==> src/rtl/fetch_queue.sv <==
// fetch_queue: instruction prefetch unit. It issues one word read at a time to
// instruction memory and buffers the returned words with their fetch address + 4
// in a small FIFO that feeds the IF/ID register. A redirect from ID flushes the
// FIFO. A redirect that lands while a read is still in flight forces a drain
// state, where the stale response is absorbed.
//
// State  | meaning
// -------+------------------------------------------------------------------
// IDLE   | no request; FIFO full, or waiting one cycle after a redirect/drain
// REQ    | request at fetch_pc outstanding; an ack pushes the returned word
// DRAIN  | stale request outstanding after a redirect; its data is dropped
//
// Ports:
//   clk, rst_n               clock, synchronous active-low reset
//   imem_req, imem_addr      instruction memory read request / word address
//   imem_ack, imem_rdata     memory response strobe / data
//   id_ready                 IF/ID accepts the head entry this cycle
//   redirect, redirect_pc    taken branch/jump from ID and its target
//   if_valid, if_instr,      head entry valid / instruction / fetch address + 4
//   if_pc4
module fetch_queue #(
  parameter int          DEPTH    = 4,
  parameter logic [31:0] RESET_PC = 32'h0000_0000
) (
  input  logic        clk,
  input  logic        rst_n,
  output logic        imem_req,
  output logic [31:0] imem_addr,
  input  logic        imem_ack,
  input  logic [31:0] imem_rdata,
  input  logic        id_ready,
  input  logic        redirect,
  input  logic [31:0] redirect_pc,
  output logic        if_valid,
  output logic [31:0] if_instr,
  output logic [31:0] if_pc4
);

  localparam int AW = $clog2(DEPTH);
  localparam int CW = AW + 1;

  typedef enum logic [1:0] {S_IDLE, S_REQ, S_DRAIN} state_t;

  state_t          r_state;
  logic            r_imem_req;
  logic [31:0]     r_fetch_pc;
  logic [31:2]     r_addr;
  logic [CW-1:0]   r_count;
  logic [AW-1:0]   r_wptr;
  logic [AW-1:0]   r_rptr;
  logic [31:0]     r_instr_mem [DEPTH];
  logic [31:0]     r_pc4_mem   [DEPTH];

  state_t          w_state_next;
  logic [31:0]     w_pc_next;
  logic [CW-1:0]   w_count_next;
  logic            w_push;
  logic            w_pop;

  assign w_push = (r_state == S_REQ) && imem_ack && !redirect;
  assign w_pop  = (r_count != '0) && id_ready && !redirect;

  always_comb begin
    w_count_next = '0;
    if (!redirect) begin
      w_count_next = r_count + CW'(w_push) - CW'(w_pop);
    end
  end

  always_comb begin
    w_state_next = r_state;
    w_pc_next    = r_fetch_pc;
    case (r_state)
      S_IDLE: begin
        if (redirect) begin
          w_pc_next = redirect_pc;
        end else if (r_count < CW'(DEPTH)) begin
          w_state_next = S_REQ;
        end
      end
      S_REQ: begin
        if (redirect) begin
          w_pc_next    = redirect_pc;
          w_state_next = imem_ack ? S_IDLE : S_DRAIN;
        end else if (imem_ack) begin
          w_pc_next    = r_fetch_pc + 32'd4;
          w_state_next = (w_count_next < CW'(DEPTH)) ? S_REQ : S_IDLE;
        end
      end
      S_DRAIN: begin
        if (redirect) begin
          w_pc_next = redirect_pc;
        end
        // An ack coinciding with a redirect still retires the stale request;
        // waiting for another ack here would hang.
        if (imem_ack) begin
          w_state_next = S_IDLE;
        end
      end
      default: w_state_next = S_IDLE;
    endcase
  end

  always_ff @(posedge clk) begin
    if (!rst_n) begin
      r_state    <= S_IDLE;
      r_imem_req <= 1'b0;
      r_fetch_pc <= RESET_PC;
      r_addr     <= RESET_PC[31:2];
      r_count    <= '0;
      r_wptr     <= '0;
      r_rptr     <= '0;
    end else begin
      r_state    <= w_state_next;
      r_imem_req <= (w_state_next != S_IDLE);
      r_fetch_pc <= w_pc_next;
      // The request address tracks fetch_pc, except that the in-flight
      // address is frozen while a stale request drains.
      if (w_state_next != S_DRAIN) begin
        r_addr <= w_pc_next[31:2];
      end
      r_count <= w_count_next;
      if (redirect) begin
        r_wptr <= '0;
        r_rptr <= '0;
      end else begin
        if (w_push) r_wptr <= r_wptr + AW'(1);
        if (w_pop)  r_rptr <= r_rptr + AW'(1);
      end
    end
  end

  always_ff @(posedge clk) begin
    if (rst_n && w_push) begin
      r_instr_mem[r_wptr] <= imem_rdata;
      r_pc4_mem[r_wptr]   <= r_fetch_pc + 32'd4;
    end
  end

  assign imem_req  = r_imem_req;
  assign imem_addr = {r_addr, 2'b00};
  assign if_valid  = (r_count != '0);
  assign if_instr  = r_instr_mem[r_rptr];
  assign if_pc4    = r_pc4_mem[r_rptr];

endmodule

==> config.mk <==
export PLATFORM = sky130hd
export DESIGN_NAME = fetch_queue
export DESIGN_NICKNAME = d
export VERILOG_FILES = /design/src/rtl/fetch_queue.sv
export SDC_FILE = /design/constraint.sdc
export NUM_CORES = 1
export LEC_CHECK = 0
export ABC_AREA = 1
export CAP_MARGIN = 20
export CORE_UTILIZATION = 40
export CTS_BUF_LIST = sky130_fd_sc_hd__clkbuf_2 sky130_fd_sc_hd__clkbuf_4 sky130_fd_sc_hd__clkbuf_8
export CTS_CLUSTER_SIZE = 24
export DETAILED_ROUTE_END_ITERATION = 10
export PLACE_DENSITY = 0.71
export SETUP_SLACK_MARGIN = 0.2
export SLEW_MARGIN = 40
export SYNTH_ARGS = -nofsm -noshare
export SYNTH_HDL_FRONTEND = slang
export SYNTH_SLANG_ARGS = --single-unit
export TNS_END_PERCENT = 20
==> constraint.sdc <==
create_clock -name clk -period 6.3 [get_ports clk]
set_clock_uncertainty 0.2 [all_clocks]
set_input_delay 0.63 -clock clk [delete_from_list [all_inputs] [get_ports clk]]
set_output_delay 0.63 -clock clk [all_outputs]
set_load 0.05 [all_outputs]
==> results.json <==
{
  "syn2layout_area_growth_pct": 22.1,
  "core_area_um2": 34600,
  "cp.arrival_ns": 3.53,
  "p_per_area_nw_per_um2": 268,
  "critPathBufInv": 3,
  "crit_chain": "inv_4, buf_4, o21ai_0, o22ai_1, clkdlybuf4s50_1",
  "max_freq_mhz": 229,
  "cts_sinks": 330,
  "synth_area_um2": 14100,
  "dp_hpwl_um": 22000,
  "yosysSeqAreaShare_pct": 65.1,
  "crit_type": "reg2out",
  "ant_nets": 0,
  "layout.nets": 1614,
  "syn_avg_cell_area_um2": 10.2,
  "synthCells": 1375,
  "synth_seq_cells": 330,
  "critPathLaunchType": "register",
  "portBuffers": 164,
  "ir_drop_v": 0.000136,
  "synth_top_family_by_area": "simple AND/OR/NAND/NOR gates",
  "grtUsageTotal_pct": 19.2,
  "worstPathMaxFanout": 66,
  "drt_first_iter_violations": 993,
  "finalHoldViolCount": 0,
  "dieWidth_um": 190,
  "r2r_start": "r_state[0]",
  "design_area_um2": 17200,
  "cts.reportedPaths.clkPinSlew_ns": 0.06,
  "crit_required_ns": 5.47,
  "synthSimpleGateAreaFrac_pct": 16.1,
  "placed_area_um2": 16200,
  "layout-drive-gt1-share_pct": 8.80,
  "async_flop_share_pct": 0,
  "dp_slack_ns": 2.19,
  "clk_latency_ns": 0.58,
  "setup_tns_ns": 0,
  "place.gp.congestion": 0.861,
  "slowest_stage": "clkdlybuf4s50_1",
  "min_period_ns": 4.36,
  "cts_tree": "yes",
  "path_delay_family": "buffers and inverters",
  "first_pass_iters": 5,
  "die_height_um": 190,
  "postCtsSetupBuffers": 0,
  "finalSetupViolCount": 0,
  "cts_buffer_depth": 3,
  "maxSlewViolCount": 0,
  "mostFrequentLayoutCell": "edfxtp_1",
  "slowest_delay_ns": 0.85,
  "grt_max_degree": 79,
  "synthXorXnorAreaFrac_pct": 0.373,
  "ioPinCount": 167,
  "antenna_found_initial": 0,
  "status": "finished, final reports clean",
  "yosysWarningCount": 0,
  "synth_cell_types": 42,
  "cts_buffers": 53,
  "n_antenna_cell": 0,
  "fin_ws_ns": 1.94,
  "ys.flop_type": "edfxtp_1",
  "cts.repair.resized": 0,
  "grt_pass1_wl_um": 54200,
  "hold_start": "r_addr[5]",
  "synthAdderAreaFrac_pct": 0.764,
  "slew_headroom_pct": 43.5,
  "ctsHtreeMaxLevel": 2,
  "num_rows": 68,
  "grt_pass1_vias": 9975,
  "rsz0062_at_grt": "false",
  "synthMuxAreaShare_pct": 0,
  "hp-class": "reg2reg",
  "via_count": 10500,
  "final_cell_mix": "edfxtp_1, nand2_1, nor2_1",
  "wl_per_cell_um": 17.1,
  "cap_violations": 0,
  "die_area_um2": 36000,
  "drcViolationCount": 0,
  "avgViaCountPerCell": 5.18,
  "initial_core_util_pct": 40.7,
  "grt-ovfl-total": 0,
  "cts_hold_buffers": 0,
  "postRouteWirelength_um": 34900,
  "tightest_slew_ns": 0.845,
  "p_leak_nw": 6.39,
  "total_power_mw": 4.61,
  "period_share_pct": 69.2,
  "synth_compound_area_share_pct": 12.3,
  "cts-root-buf": "clkbuf_8",
  "endpoint_kind": "primary output",
  "synth_edf_count": 256
}
## worst reg2reg max path, stage by stage, from the launching register on
cell	delay, ns
dfxtp_1	0.51
nand2_1	0.16
nor3_2	0.21
nand2_1	0.26
nor2_4	0.67
buf_4	0.49
## cells by family after synthesis
logic type,after synthesis
and+or+nand+nor,527
DFF,330
AOI/OAI and AO/OA,317
buffers and inverters,186
adders and majority gates,8
xor gates and xnor gates,6
other,1
## cell type report
class	count	area [um^2]
fillers	3134	17400
flip-flops and latches	330	9170
multi-input cells	860	4210
repair buffers	179	1770
clock buffers	74	906
well taps	455	569
inverters	113	429
clock inverters	24	136
## worst paths after layout
path	to	slack, ns	cells after the start
worst min-delay path	r_addr[5]	0.30	2
worst max register to register	r_instr_mem[1][3]	3.44	5
worst min register to register	r_addr[5]	0.30	2
worst max-delay path	if_instr[29]	1.94	5
## layer usage
metal,GRT usage [%],vias up,part of all wire [%]
met3,3.21,65,6.9
li1,-,5094,-
met1,27.1,4946,46
met4,5.71,0,2.3
met2,30.4,430,45
met5,0,-,0
## state kept, by name, indices dropped and copies added (netlist names), named ones only
register     cells
r_wptr           2
r_instr_mem    128
r_count          3
r_addr          30
r_fetch_pc      32
imem_req         1
r_state          2
r_pc4_mem      128
r_rptr           2
## per-stage QoR
stage | std cells | util [%] | hold WS, ns
after floorplan | 1376 | - | 0.255
after global placement | 1936 | 46.6 | 0.294
after detailed placement | 1937 | 46.6 | 0.290
after CTS | 2035 | 49.7 | 0.309
after global routing | 2035 | 49.7 | 0.324
final | 2035 | 49.7 | 0.303
## cells in the mapped netlist, types with 16 or more instances
| cell type | instances | area (um^2) |
|---|---|---|
| nand3_1 | 64 | 320 |
| a21oi_1 | 36 | 180 |
| buf_2 | 21 | 105 |
| and2_1 | 16 | 100 |
| inv_1 | 107 | 402 |
| dfxtp_1 | 74 | 1480 |
| clkbuf_1 | 48 | 180 |
| a31oi_1 | 16 | 100 |
| o22ai_1 | 68 | 425 |
| edfxtp_1 | 256 | 7690 |
| o21ai_0 | 175 | 876 |
| nand2_1 | 216 | 811 |
| nor2_1 | 189 | 709 |
## power breakdown
group          total, mW  internal (mW)  switching (mW)
clock network       1.80          0.972           0.831
logic              0.385          0.134           0.252
registers           2.42           2.39          0.0335
total               4.61           3.49            1.12
Power figures use the tool's default switching activity.
